### src/rtl/hazard_unit_if.sv
// Signal bundle between the pipeline datapath and the hazard unit.
// The datapath drives the hazard inputs; the hazard unit returns the per-stage control codes.
interface hazard_unit_if;
    logic [3:0]  id_rs1;
    logic [3:0]  id_rs2;
    logic        id_use_rs1;
    logic        id_use_rs2;
    logic [3:0]  ex_rd;
    logic        ex_mem_read;
    logic        branch_taken;
    logic        mem_busy;

    logic [1:0]  pc_nop;
    logic [1:0]  ifid_nop;
    logic [1:0]  idex_nop;
    logic [1:0]  exmem_nop;
    logic [1:0]  memwb_nop;
    logic [15:0] stall_cycles;

    // Debug view of the controller: state encoding and remaining-cycle counter
    logic [1:0]  state_dbg;
    logic [2:0]  cnt_dbg;

    modport slave (
        input  id_rs1, id_rs2, id_use_rs1, id_use_rs2, ex_rd, ex_mem_read,
               branch_taken, mem_busy,
        output pc_nop, ifid_nop, idex_nop, exmem_nop, memwb_nop, stall_cycles,
               state_dbg, cnt_dbg
    );

    modport master (
        output id_rs1, id_rs2, id_use_rs1, id_use_rs2, ex_rd, ex_mem_read,
               branch_taken, mem_busy,
        input  pc_nop, ifid_nop, idex_nop, exmem_nop, memwb_nop, stall_cycles,
               state_dbg, cnt_dbg
    );
endinterface

### src/rtl/hazard_unit.sv
// Pipeline hazard controller: load-use stalls, taken-branch flushes and memory-wait holds.
// Control codes are combinational from state and inputs; state, cnt and stall_cycles are registered.
module hazard_unit #(
    parameter int unsigned BRANCH_PENALTY    = 2,
    parameter int unsigned LOAD_STALL_CYCLES = 1
) (
    input logic          clk,
    input logic          reset,
    hazard_unit_if.slave bus
);
    typedef enum logic [1:0] {
        RUN   = 2'd0,
        FLUSH = 2'd1,
        STALL = 2'd2
    } state_t;

    localparam logic [1:0] UPD    = 2'b00;
    localparam logic [1:0] HOLD   = 2'b01;
    localparam logic [1:0] BUBBLE = 2'b10;

    localparam logic [2:0] BR_CNT = 3'(BRANCH_PENALTY - 1);
    localparam logic [2:0] LS_CNT = 3'(LOAD_STALL_CYCLES - 1);

    state_t      state;
    logic [2:0]  cnt;
    logic [15:0] stall_cycles;

    logic        luh;
    logic        branch_act;
    logic [1:0]  pc_nop;
    logic [1:0]  ifid_nop;
    logic [1:0]  idex_nop;
    logic [1:0]  exmem_nop;
    logic [1:0]  memwb_nop;

    assign luh = bus.ex_mem_read && (bus.ex_rd != 4'd0) &&
                 ((bus.id_use_rs1 && (bus.ex_rd == bus.id_rs1)) ||
                  (bus.id_use_rs2 && (bus.ex_rd == bus.id_rs2)));

    // A branch seen during FLUSH is already covered by the flush in progress
    assign branch_act = bus.branch_taken && (state != FLUSH);

    always_comb begin
        pc_nop    = UPD;
        ifid_nop  = UPD;
        idex_nop  = UPD;
        exmem_nop = UPD;
        memwb_nop = UPD;
        if (reset) begin
            ifid_nop  = BUBBLE;
            idex_nop  = BUBBLE;
            exmem_nop = BUBBLE;
            memwb_nop = BUBBLE;
        end else if (bus.mem_busy) begin
            pc_nop    = HOLD;
            ifid_nop  = HOLD;
            idex_nop  = HOLD;
            exmem_nop = HOLD;
            memwb_nop = BUBBLE;
        end else if (branch_act) begin
            ifid_nop  = BUBBLE;
            idex_nop  = BUBBLE;
        end else if (state == FLUSH) begin
            pc_nop    = HOLD;
            ifid_nop  = BUBBLE;
            idex_nop  = BUBBLE;
        end else if (luh || (state == STALL)) begin
            pc_nop    = HOLD;
            ifid_nop  = HOLD;
            idex_nop  = BUBBLE;
        end
    end

    always_ff @(posedge clk) begin
        if (reset) begin
            state        <= RUN;
            cnt          <= 3'd0;
            stall_cycles <= 16'd0;
        end else begin
            // mem_busy freezes the sequencer entirely
            if (!bus.mem_busy) begin
                if (branch_act) begin
                    state <= (BR_CNT != 3'd0) ? FLUSH : RUN;
                    cnt   <= BR_CNT;
                end else if (state == FLUSH || state == STALL) begin
                    if (cnt <= 3'd1) begin
                        state <= RUN;
                        cnt   <= 3'd0;
                    end else begin
                        cnt   <= cnt - 3'd1;
                    end
                end else if (luh) begin
                    state <= (LS_CNT != 3'd0) ? STALL : RUN;
                    cnt   <= LS_CNT;
                end
            end
            if (pc_nop == HOLD && stall_cycles != 16'hFFFF) begin
                stall_cycles <= stall_cycles + 16'd1;
            end
        end
    end

    assign bus.pc_nop       = pc_nop;
    assign bus.ifid_nop     = ifid_nop;
    assign bus.idex_nop     = idex_nop;
    assign bus.exmem_nop    = exmem_nop;
    assign bus.memwb_nop    = memwb_nop;
    assign bus.stall_cycles = stall_cycles;
    assign bus.state_dbg    = state;
    assign bus.cnt_dbg      = cnt;
endmodule

### src/flat_wrapper.sv
// flat-port wrapper written by rule: the top's interface ports become plain ports
module hazard_unit_flat 
#(
    parameter int unsigned BRANCH_PENALTY    = 2,
    parameter int unsigned LOAD_STALL_CYCLES = 1
)
  (clk, reset, bus_id_rs1, bus_id_rs2, bus_id_use_rs1, bus_id_use_rs2, bus_ex_rd, bus_ex_mem_read, bus_branch_taken, bus_mem_busy, bus_pc_nop, bus_ifid_nop, bus_idex_nop, bus_exmem_nop, bus_memwb_nop, bus_stall_cycles, bus_state_dbg, bus_cnt_dbg);
  hazard_unit_if bus_i ();
  input logic clk;
  input logic reset;
  input wire logic [$bits(bus_i.id_rs1)-1:0] bus_id_rs1;
  input wire logic [$bits(bus_i.id_rs2)-1:0] bus_id_rs2;
  input wire logic [$bits(bus_i.id_use_rs1)-1:0] bus_id_use_rs1;
  input wire logic [$bits(bus_i.id_use_rs2)-1:0] bus_id_use_rs2;
  input wire logic [$bits(bus_i.ex_rd)-1:0] bus_ex_rd;
  input wire logic [$bits(bus_i.ex_mem_read)-1:0] bus_ex_mem_read;
  input wire logic [$bits(bus_i.branch_taken)-1:0] bus_branch_taken;
  input wire logic [$bits(bus_i.mem_busy)-1:0] bus_mem_busy;
  output wire logic [$bits(bus_i.pc_nop)-1:0] bus_pc_nop;
  output wire logic [$bits(bus_i.ifid_nop)-1:0] bus_ifid_nop;
  output wire logic [$bits(bus_i.idex_nop)-1:0] bus_idex_nop;
  output wire logic [$bits(bus_i.exmem_nop)-1:0] bus_exmem_nop;
  output wire logic [$bits(bus_i.memwb_nop)-1:0] bus_memwb_nop;
  output wire logic [$bits(bus_i.stall_cycles)-1:0] bus_stall_cycles;
  output wire logic [$bits(bus_i.state_dbg)-1:0] bus_state_dbg;
  output wire logic [$bits(bus_i.cnt_dbg)-1:0] bus_cnt_dbg;
  assign bus_i.id_rs1 = bus_id_rs1;
  assign bus_i.id_rs2 = bus_id_rs2;
  assign bus_i.id_use_rs1 = bus_id_use_rs1;
  assign bus_i.id_use_rs2 = bus_id_use_rs2;
  assign bus_i.ex_rd = bus_ex_rd;
  assign bus_i.ex_mem_read = bus_ex_mem_read;
  assign bus_i.branch_taken = bus_branch_taken;
  assign bus_i.mem_busy = bus_mem_busy;
  assign bus_pc_nop = bus_i.pc_nop;
  assign bus_ifid_nop = bus_i.ifid_nop;
  assign bus_idex_nop = bus_i.idex_nop;
  assign bus_exmem_nop = bus_i.exmem_nop;
  assign bus_memwb_nop = bus_i.memwb_nop;
  assign bus_stall_cycles = bus_i.stall_cycles;
  assign bus_state_dbg = bus_i.state_dbg;
  assign bus_cnt_dbg = bus_i.cnt_dbg;
  hazard_unit #(.BRANCH_PENALTY(BRANCH_PENALTY), .LOAD_STALL_CYCLES(LOAD_STALL_CYCLES)) u_core (.clk(clk), .reset(reset), .bus(bus_i));
endmodule
### config.mk
export PLATFORM = sky130hd
export DESIGN_NAME = hazard_unit_flat
export DESIGN_NICKNAME = d
export VERILOG_FILES = /design/src/rtl/hazard_unit_if.sv /design/src/rtl/hazard_unit.sv /design/src/flat_wrapper.sv
export SDC_FILE = /design/constraint.sdc
export NUM_CORES = 1
export LEC_CHECK = 0
export ABC_AREA = 1
export CAP_MARGIN = 40
export CORE_MARGIN = 3
export CORE_UTILIZATION = 41
export CTS_BUF_LIST = sky130_fd_sc_hd__clkbuf_16
export DETAILED_ROUTE_END_ITERATION = 7
export PLACE_DENSITY = 0.82
export SYNTH_ARGS = -nofsm -noshare
export SYNTH_HDL_FRONTEND = slang
export SYNTH_SLANG_ARGS = --single-unit
### constraint.sdc
create_clock -name clk -period 1.5 [get_ports clk]
set_clock_uncertainty 0.05 [all_clocks]
set_input_delay 0.3 -clock clk [delete_from_list [all_inputs] [get_ports clk]]
set_output_delay 0.3 -clock clk [all_outputs]
set_load 0.005 [all_outputs]
After elaboration in Yosys (flattened, before gate mapping)
Index checks and enable logic that the tools add are counted.
{ "classes": {"add_sub_neg": 2, "magnitude_cmp": 1, "eq_ne": 8, "n_mux": 26, "bitwise_logic": 1, "reduce_logical": 13} }
{ "ops": {"columns": ["op", "n"], "rows": [
  ["$mux 2", 20],
  ["$add 16x1->16 const B", 1],
  ["$ne 16x16->1 const B", 1],
  ["$mux 3", 4],
  ["$eq 4x4->1", 2],
  ["$logic_and 1x1->1", 6],
  ["$eq 2x1->1 const B", 2],
  ["$reduce_bool 4->1", 1],
  ["$le 3x1->1 const B", 1],
  ["$logic_or 1x1->1", 3],
  ["$ne 3x2->1 const B", 1],
  ["$reduce_and 3->1", 1],
  ["$reduce_bool 3->1", 1],
  ["$sub 3x1->3 const B", 1],
  ["$eq 2x2->1 const B", 1],
  ["$mux 1", 2],
  ["$ne 2x1->1 const B", 1],
  ["$reduce_and 2->1", 1],
  ["$not 1->1", 1]
]} }
{ "totals": {"reg_bits": 21, "input_bits": 19, "out_inout_bits": 31, "word_cells": 54} }

Longest topological paths before layout
Gate-level depths: netlist of the first run.
{ "depth": {"ltp_word": 12, "depth_mapped": 12, "ltp_nobuf": 12} }

Least setup slack after synthesis of the first run
Ideal clock, no wire load.
{ "synth_timing": {"kind": "reg2reg", "startpoint": "register u_core.stall_cycles[1] (netlist: u_core.bus.stall_cycles[1])", "endpoint": "register u_core.stall_cycles[6] (netlist: u_core.bus.stall_cycles[6])", "setup_ps": 113, "arrival_ps": 1399, "path_slack_ps": -62, "stages_incl_launch_ff": 12, "period_less_slack_ps": 1562, "cell_sequence": "dfxtp_1 -> ha_1 -> nand2_1 -> inv_1 -> nand2_2 -> nor2_4 -> nand3b_4 -> buf_6 -> nand3_1 -> nand2_1 -> nand2_1 -> nor2_1"} }
{ "synth_between": {"elab_chain_cells": 2, "elab_cells_between_ends": 3, "classes_between": "add/sub (1); eq/ne (1); reduce/logical (1)"} }
{ "synth_rtl": {"columns": ["item", "line_no", "text"], "rows": [
  ["start, declared", "hazard_unit.sv:26", "logic [15:0] stall_cycles;"],
  ["start signal, assigned", "hazard_unit.sv:98", "stall_cycles <= stall_cycles + 16'd1;"],
  ["branches (longest 2 deep; another with $add 16x1->16)", null, null]
]} }
Several ways; the timed one is not identified.
A chain may end at the register's enable or synchronous reset.

Worst setup path after layout of the first run
{ "layout_timing": {"startpoint": "input bus_ex_rd[0]", "endpoint": "output bus_pc_nop[0]"} }
{ "layout_between": {"elab_chain_cells": 10, "elab_cells_between_ends": 14, "classes_between": "eq/ne (2); mux (5); reduce/logical (7)"} }
{ "layout_rtl": {"columns": ["item", "line_no", "text"], "rows": [
  ["start, declared", "flat_wrapper.sv:15", "input wire logic [$bits(bus_i.ex_rd)-1:0] bus_ex_rd;"],
  ["$eq 4x4->1 (on tied branches)", "hazard_unit.sv:37, hazard_unit.sv:38", null],
  ["$logic_and 1x1->1 (on tied branches)", "hazard_unit.sv:37, hazard_unit.sv:38", null],
  ["$logic_or 1x1->1", "hazard_unit.sv:37", "((bus.id_use_rs1 && (bus.ex_rd == bus.id_rs1)) ||"],
  ["$logic_and 1x1->1 *", "hazard_unit.sv:36", "assign luh = bus.ex_mem_read && (bus.ex_rd != 4'd0) &&"],
  ["$logic_or 1x1->1 *", "hazard_unit.sv:67", "end else if (luh || (state == STALL)) begin"],
  ["$mux 1 *", "hazard_unit.sv:67", null],
  ["$mux 2 *", "hazard_unit.sv:63", "end else if (state == FLUSH) begin"],
  ["$mux 2 *", "hazard_unit.sv:60", "end else if (branch_act) begin"],
  ["$mux 2 *", "hazard_unit.sv:54", "end else if (bus.mem_busy) begin"],
  ["$mux 2 *", "hazard_unit.sv:49", "if (reset) begin"],
  ["end, declared", "flat_wrapper.sv:19", "output wire logic [$bits(bus_i.pc_nop)-1:0] bus_pc_nop;"]
]} }
Mark *: on every way between the ends. The rest lies on a longest branch, timed or not.

==> results of run 1 <==
-- critical path, delay by kind of cell --
| kind | cells | cell delay (ns) |
|---|---|---|
| simple gates | 8 | 0.69 |
| buf+inv | 5 | 0.40 |
-- sequential cells by signal (all words and copies together) (netlist names) --
signal                   flops
u_core.bus.stall_cycles     16
u_core.bus.state_dbg         1
u_core.bus.cnt_dbg           3
-- cell families (layout without fill, tap and decap cells) --
group | after synthesis | count (layout) | share of synthesized area, %
AO/OA/AOI/OAI | 15 | 15 | 5.24
adder cells (fa/ha/maj) | 3 | 3 | 2.54
buffers and inverters | 39 | 134 | 12.4
flip-flops | 20 | 20 | 27.0
XOR/XNOR | 5 | 5 | 2.96
AND/OR/NAND/NOR | 153 | 153 | 49.5
other | 1 | 3 | 0.253
-- where the power goes --
part	total [mW]	leakage [nW]	switching (mW)	internal, mW
sequential	0.568	0.171	0.0185	0.549
clock	0.762	0.0511	0.231	0.530
combinational	0.423	1.17	0.226	0.197
-- repair_timing --
| action | 4_1_cts | 5_1_grt |
|---|---|---|
| endpoints found under the setup margin | 46 | 29 |
| pin swaps | 22 | 36 |
| gates cloned | 0 | 0 |
| setup buffers | 6 | 7 |
| gates resized for setup | 127 | 74 |
-- routing by layer --
layer | part of all wire, % | vias to the layer above | wire length (um)
met2 | 49 | 135 | 3110
met3 | 7.0 | 38 | 445
met1 | 39 | 930 | 2470
met4 | 4.6 | 0 | 293
met5 | 0 | - | 0
li1 | - | 920 | -
-- worst paths after layout --
| path | to | startpoint |
|---|---|---|
| setup / recovery | bus_pc_nop[0] | bus_ex_rd[0] |
| hold / removal | u_core.bus.cnt_dbg[2] | u_core.bus.cnt_dbg[2] |
| setup reg to reg | u_core.bus.stall_cycles[14] | u_core.bus.stall_cycles[1] |
| hold reg to reg | u_core.bus.cnt_dbg[2] | u_core.bus.cnt_dbg[2] |
-- area by class of cell --
class,count,share of cell area (%)
clock buffers,3,2.76
flip-flops and latches,20,15.9
inverters,30,4.41
clock inverters,1,1.10
well taps,46,2.11
multi-input cells,179,41.9
repair buffers,100,31.8
-- through the flow --
stage                     worst slack [ns]  TNS [ns]  instance area [sq um]
after floorplan                  0.0000343         0                   1510
after global placement              -0.868    -14.81                   2270
after detailed placement            -0.894    -16.12                   2270
after CTS                           -0.209     -1.88                   2470
after global routing                -0.351     -4.87                   2720
final                               -0.258     -3.05                   2720
-- placed cells by master, fill, tap and decap left out, types with 9 or more instances in the layout --
cell type,count
inv_1,21
nand2_2,16
nand3_2,9
buf_4,43
buf_6,14
dfxtp_2,11
dlygate4sd2_1,20
nand2_1,44
nand3_1,9
nor2_1,38
==> results.tsv, run 1 <==
metric	value	unit
Die W	66.1	um
Clock transition at path regs	0.06	ns
CTS buffer count	3	
Die Area	4370	sq um
max-cap violation count	0	
PwrDens	644	nW/um^2
final setup violating endpoints	20	
pin count of the biggest net entering global routing	19	
RSZ-0062 raised after global routing	true	
Async S/R FF share, synth	0	%
met3 global-route usage	2.72	%
min Tclk post-route	1.76	ns
static leakage	1.39	nW
worst path cell trace	buf_6, inv_2, nand2_1, nand2_1, nor2_2, nand3_2, nand2_4, buf_6, nand3_4, nand2_4, nand2_2, inv_2, buf_2	
initial antenna violation count	0	
vias in the first global route	1790	
Area Overhead vs Synth	83.9	%
Longest Clk Path Bufs	2	
Final HPWL DP	3120	um
hold slack	0.435	ns
busiest layer in global routing	met2	
vias per cell	5.34	
critical path required time	1.15	ns
Achievable Freq	569	MHz
Register Area	433	sq um
met1 Use GR	30.0	%
CP Data Arrival Time	1.41	ns
failing checks	negative setup slack	
CP Launch Type	primary input	
Fill cells	214	
Row Count	21	
H-Tree Depth	1	
R2R setup slack	-0.22	ns
Tot GR Track Use	24.4	%
Core ar.	3420	sq um
Yosys cell types	32	
Final Cycle Share	117	%
clk sinks	20	
Inst Count DP	362	
IO Count	50	
worst-path fanout max	3	
Pwr Total	1.75	mW
ys flop type	dfxtp_1	
Initial DRC Count	227	
EDFF count, synth	0	
Wirelength per Cell	16.7	um
CP endpoint kind	output pin	
sequential element share of the synthesized area	27.0	%
kind of critical path	in2out	
multi-input logic area	1140	sq um
PortBufs	46	
slowest cell on the critical path	nor2_2	
ranking of synthesized cells by area	dfxtp_1 27%, nand2_1 15%, nor2_1 12%	
HP Class	reg2reg	
setup ws final	-0.258	ns
cells after synthesis	236	
Via Count	2023	
number of detailed-route iterations in the first pass	5	
nets@finish	356	
synth cell count leaders	61 x nand2_1, 48 x nor2_1, 27 x inv_1, 20 x dfxtp_1, 17 x nand3_1	
DIE HEIGHT	66.1	um
Avg Cell Area, Syn	6.27	sq um
Clock Latency Late Sink	0.26	ns
Synth area leader	dfxtp_1	
Hold Vio Cnt, Final	0	
peak supply drop	464	uV
Initial Util	43.3	%
worst hold path cell count	2	
final core occ	79.7	%
first-pass GRT wire length	8230	um
worst stage delay on the critical path	0.13	ns
clk root buf	clkbuf_16	
area of the mapped netlist	1480	sq um
CTS tree	built	
final WL	6320	um
GP Congestion	0.844	
share of layout cells above drive strength 1	48.3	%
cts hold-fix bufs	0	
Ys Warns	0	
outcome	complete, but fails checks	
Final Max Slew Viols	0	
post-route insts no fill	379	
Synth top area share	27.0	%
DR DRC count	0	
GRT overflow	0	
# diodes	0	
count leader, synth	nand2_1	
antenna viol nets, final	0	
#FFs+latches synth	20	
Reg2Reg Depth	13	
M2 GR Usage	42.9	%
Power figures use the tool's default switching activity.
==> run 2, diff against run 1 <==
--- a/config.mk
+++ b/config.mk
@@ -12,6 +12,8 @@
 export CTS_BUF_LIST = sky130_fd_sc_hd__clkbuf_16
 export DETAILED_ROUTE_END_ITERATION = 7
 export PLACE_DENSITY = 0.82
+export REMOVE_ABC_BUFFERS = 1
 export SYNTH_ARGS = -nofsm -noshare
 export SYNTH_HDL_FRONTEND = slang
 export SYNTH_SLANG_ARGS = --single-unit
+export TNS_END_PERCENT = 10
==> run 2 against run 1 <==
The run still ends with negative setup slack left. Final cell count decreased by 1.3%. Via count decreased by 7.1%. Non-clock buffer count decreased by 4. Setup slack improved by 0.075 ns. Flip-flop and latch count unchanged. Count of clock-buffer cells in the layout unchanged. Routed wire length decreased by 17%. Sequential power increased by 0.7%. Critical path type is now reg2reg.
==> results.tsv, run 2 (synthesis results as in run 1) <==
metric	value	unit
max FFs per register	16	
outcome	complete, but fails checks	
Achievable Freq	594	MHz
Final HPWL DP	3150	um
CTS tree	built	
Initial DRC Count	105	
IO Count	50	
RSZ-0062 raised after global routing	true	
clk sinks	20	
clk root buf	clkbuf_16	
commonest non-fill, non-tap cell in the layout	nand2_1	
CP endpoint kind	register	
first-pass GRT wire length	7280	um
CTS buffer count	3	
pin count of the biggest net entering global routing	19	
# diodes	0	
PortBufs	46	
vias per cell	5.02	
worst path cell trace	ha_4, nand2_4, inv_4, nand2_4, nor2_4, nand3b_4, buf_4, nand2_1, nor2_1, nor2_1, nor2_1	
Longest Clk Path Bufs	2	
Final Max Slew Viols	0	
DIE HEIGHT	66.1	um
Hold Vio Cnt, Final	0	
final setup violating endpoints	19	
Final Cycle Share	112	%
slowest cell on the critical path	dfxtp_2	
PwrDens	585	nW/um^2
Wirelength per Cell	14.1	um
most frequent CP cell	nor2_1	
largest register by flop count	u_core.bus.stall_cycles	
worst stage delay on the critical path	0.35	ns
CP Data Arrival Time	1.78	ns
DR DRC count	0	
static leakage	1.33	nW
setup ws final	-0.183	ns
Initial Util	43.3	%
Clock transition at path regs	0.06	ns
Tot GR Track Use	21.2	%
nets@finish	352	
H-Tree Depth	1	
Die W	66.1	um
vias in the first global route	1705	
GRT overflow	0	
max-cap violation count	0	
worst-path fanout max	8	
cts hold-fix bufs	0	
final WL	5260	um
initial antenna violation count	0	
min Tclk post-route	1.68	ns
Clock Latency Late Sink	0.25	ns
Row Count	21	
CP Launch Type	register	
Area Overhead vs Synth	75.1	%
failing checks	negative setup slack	
antenna viol nets, final	0	
GP Congestion	0.822	
Core ar.	3420	sq um
most frequent cells in the layout	52 x nand2_1, 45 x buf_4, 39 x nor2_1	
share of layout cells above drive strength 1	45.1	%
Via Count	1879	
Die Area	4370	sq um
peak supply drop	528	uV
Pwr Total	1.52	mW
kind of critical path	reg2reg	
critical path required time	1.60	ns
pre-CTS WS	-0.952	ns
number of detailed-route iterations in the first pass	4	
HP Class	reg2reg	
-- run 2: final cells by class --
cell class	instances	area, sq um
timing repair buffer	96	806
tap	46	57.6
sequential	20	425
multi-input combinational	179	1110
inverter	30	119
clock buffer	3	75.1
fill	226	823
-- run 2: path summary, 6_finish.rpt --
| check | startpoint | to | slack [ns] | depth (start not counted) |
|---|---|---|---|---|
| worst max-delay path | u_core.bus.stall_cycles[1] | u_core.bus.stall_cycles[4] | -0.18 | 11 |
| worst min-delay path | u_core.bus.cnt_dbg[2] | u_core.bus.cnt_dbg[2] | 0.45 | 2 |
| worst max register to register | u_core.bus.stall_cycles[1] | u_core.bus.stall_cycles[4] | -0.18 | 11 |
| worst min register to register | u_core.bus.cnt_dbg[2] | u_core.bus.cnt_dbg[2] | 0.45 | 2 |
-- run 2: per-layer routing --
metal | vias to the layer above | share of wire [%] | wire (um) | GRT usage, %
met1 | 884 | 38 | 1990 | 23.3
met3 | 16 | 4.8 | 255 | 5.10
met5 | - | 0 | 0 | 0
li1 | 914 | - | - | -
met4 | 0 | 2.6 | 137 | 5.84
met2 | 65 | 55 | 2880 | 39.7
-- run 2: report_power, final --
| part | leakage [nW] | switching, mW | total [mW] | internal (mW) |
|---|---|---|---|---|
| clock | 0.0370 | 0.201 | 0.553 | 0.352 |
| combinational | 1.13 | 0.198 | 0.391 | 0.193 |
| sequential | 0.170 | 0.0205 | 0.572 | 0.552 |
-- run 2: critical path, delay by kind of cell (launching register included) --
| kind | cells | cell delay, ns |
|---|---|---|
| buffers and inverters | 2 | 0.27 |
| and+or+nand+nor | 8 | 0.75 |
| DFF | 1 | 0.35 |
| adders and majority gates | 1 | 0.15 |
-- run 2: timing repair --
action	in CTS	in global routing
endpoints found under the hold margin	0	0
buffers inserted	9	5
endpoints found under the setup margin	47	28
pin swaps	26	29
resized for setup	136	56
-- run 2: stage by stage --
step	cells	util [%]	TNS, ns	instance area, sq um	hold slack, ns
after floorplan	229	-	-0.383	1420	0.322
after global placement	358	64.8	-15.14	2210	0.432
after detailed placement	358	64.8	-16.64	2210	0.453
after CTS	369	69.6	-0.707	2380	0.442
after global routing	374	75.9	-3.35	2590	0.467
final	374	75.9	-1.64	2590	0.447
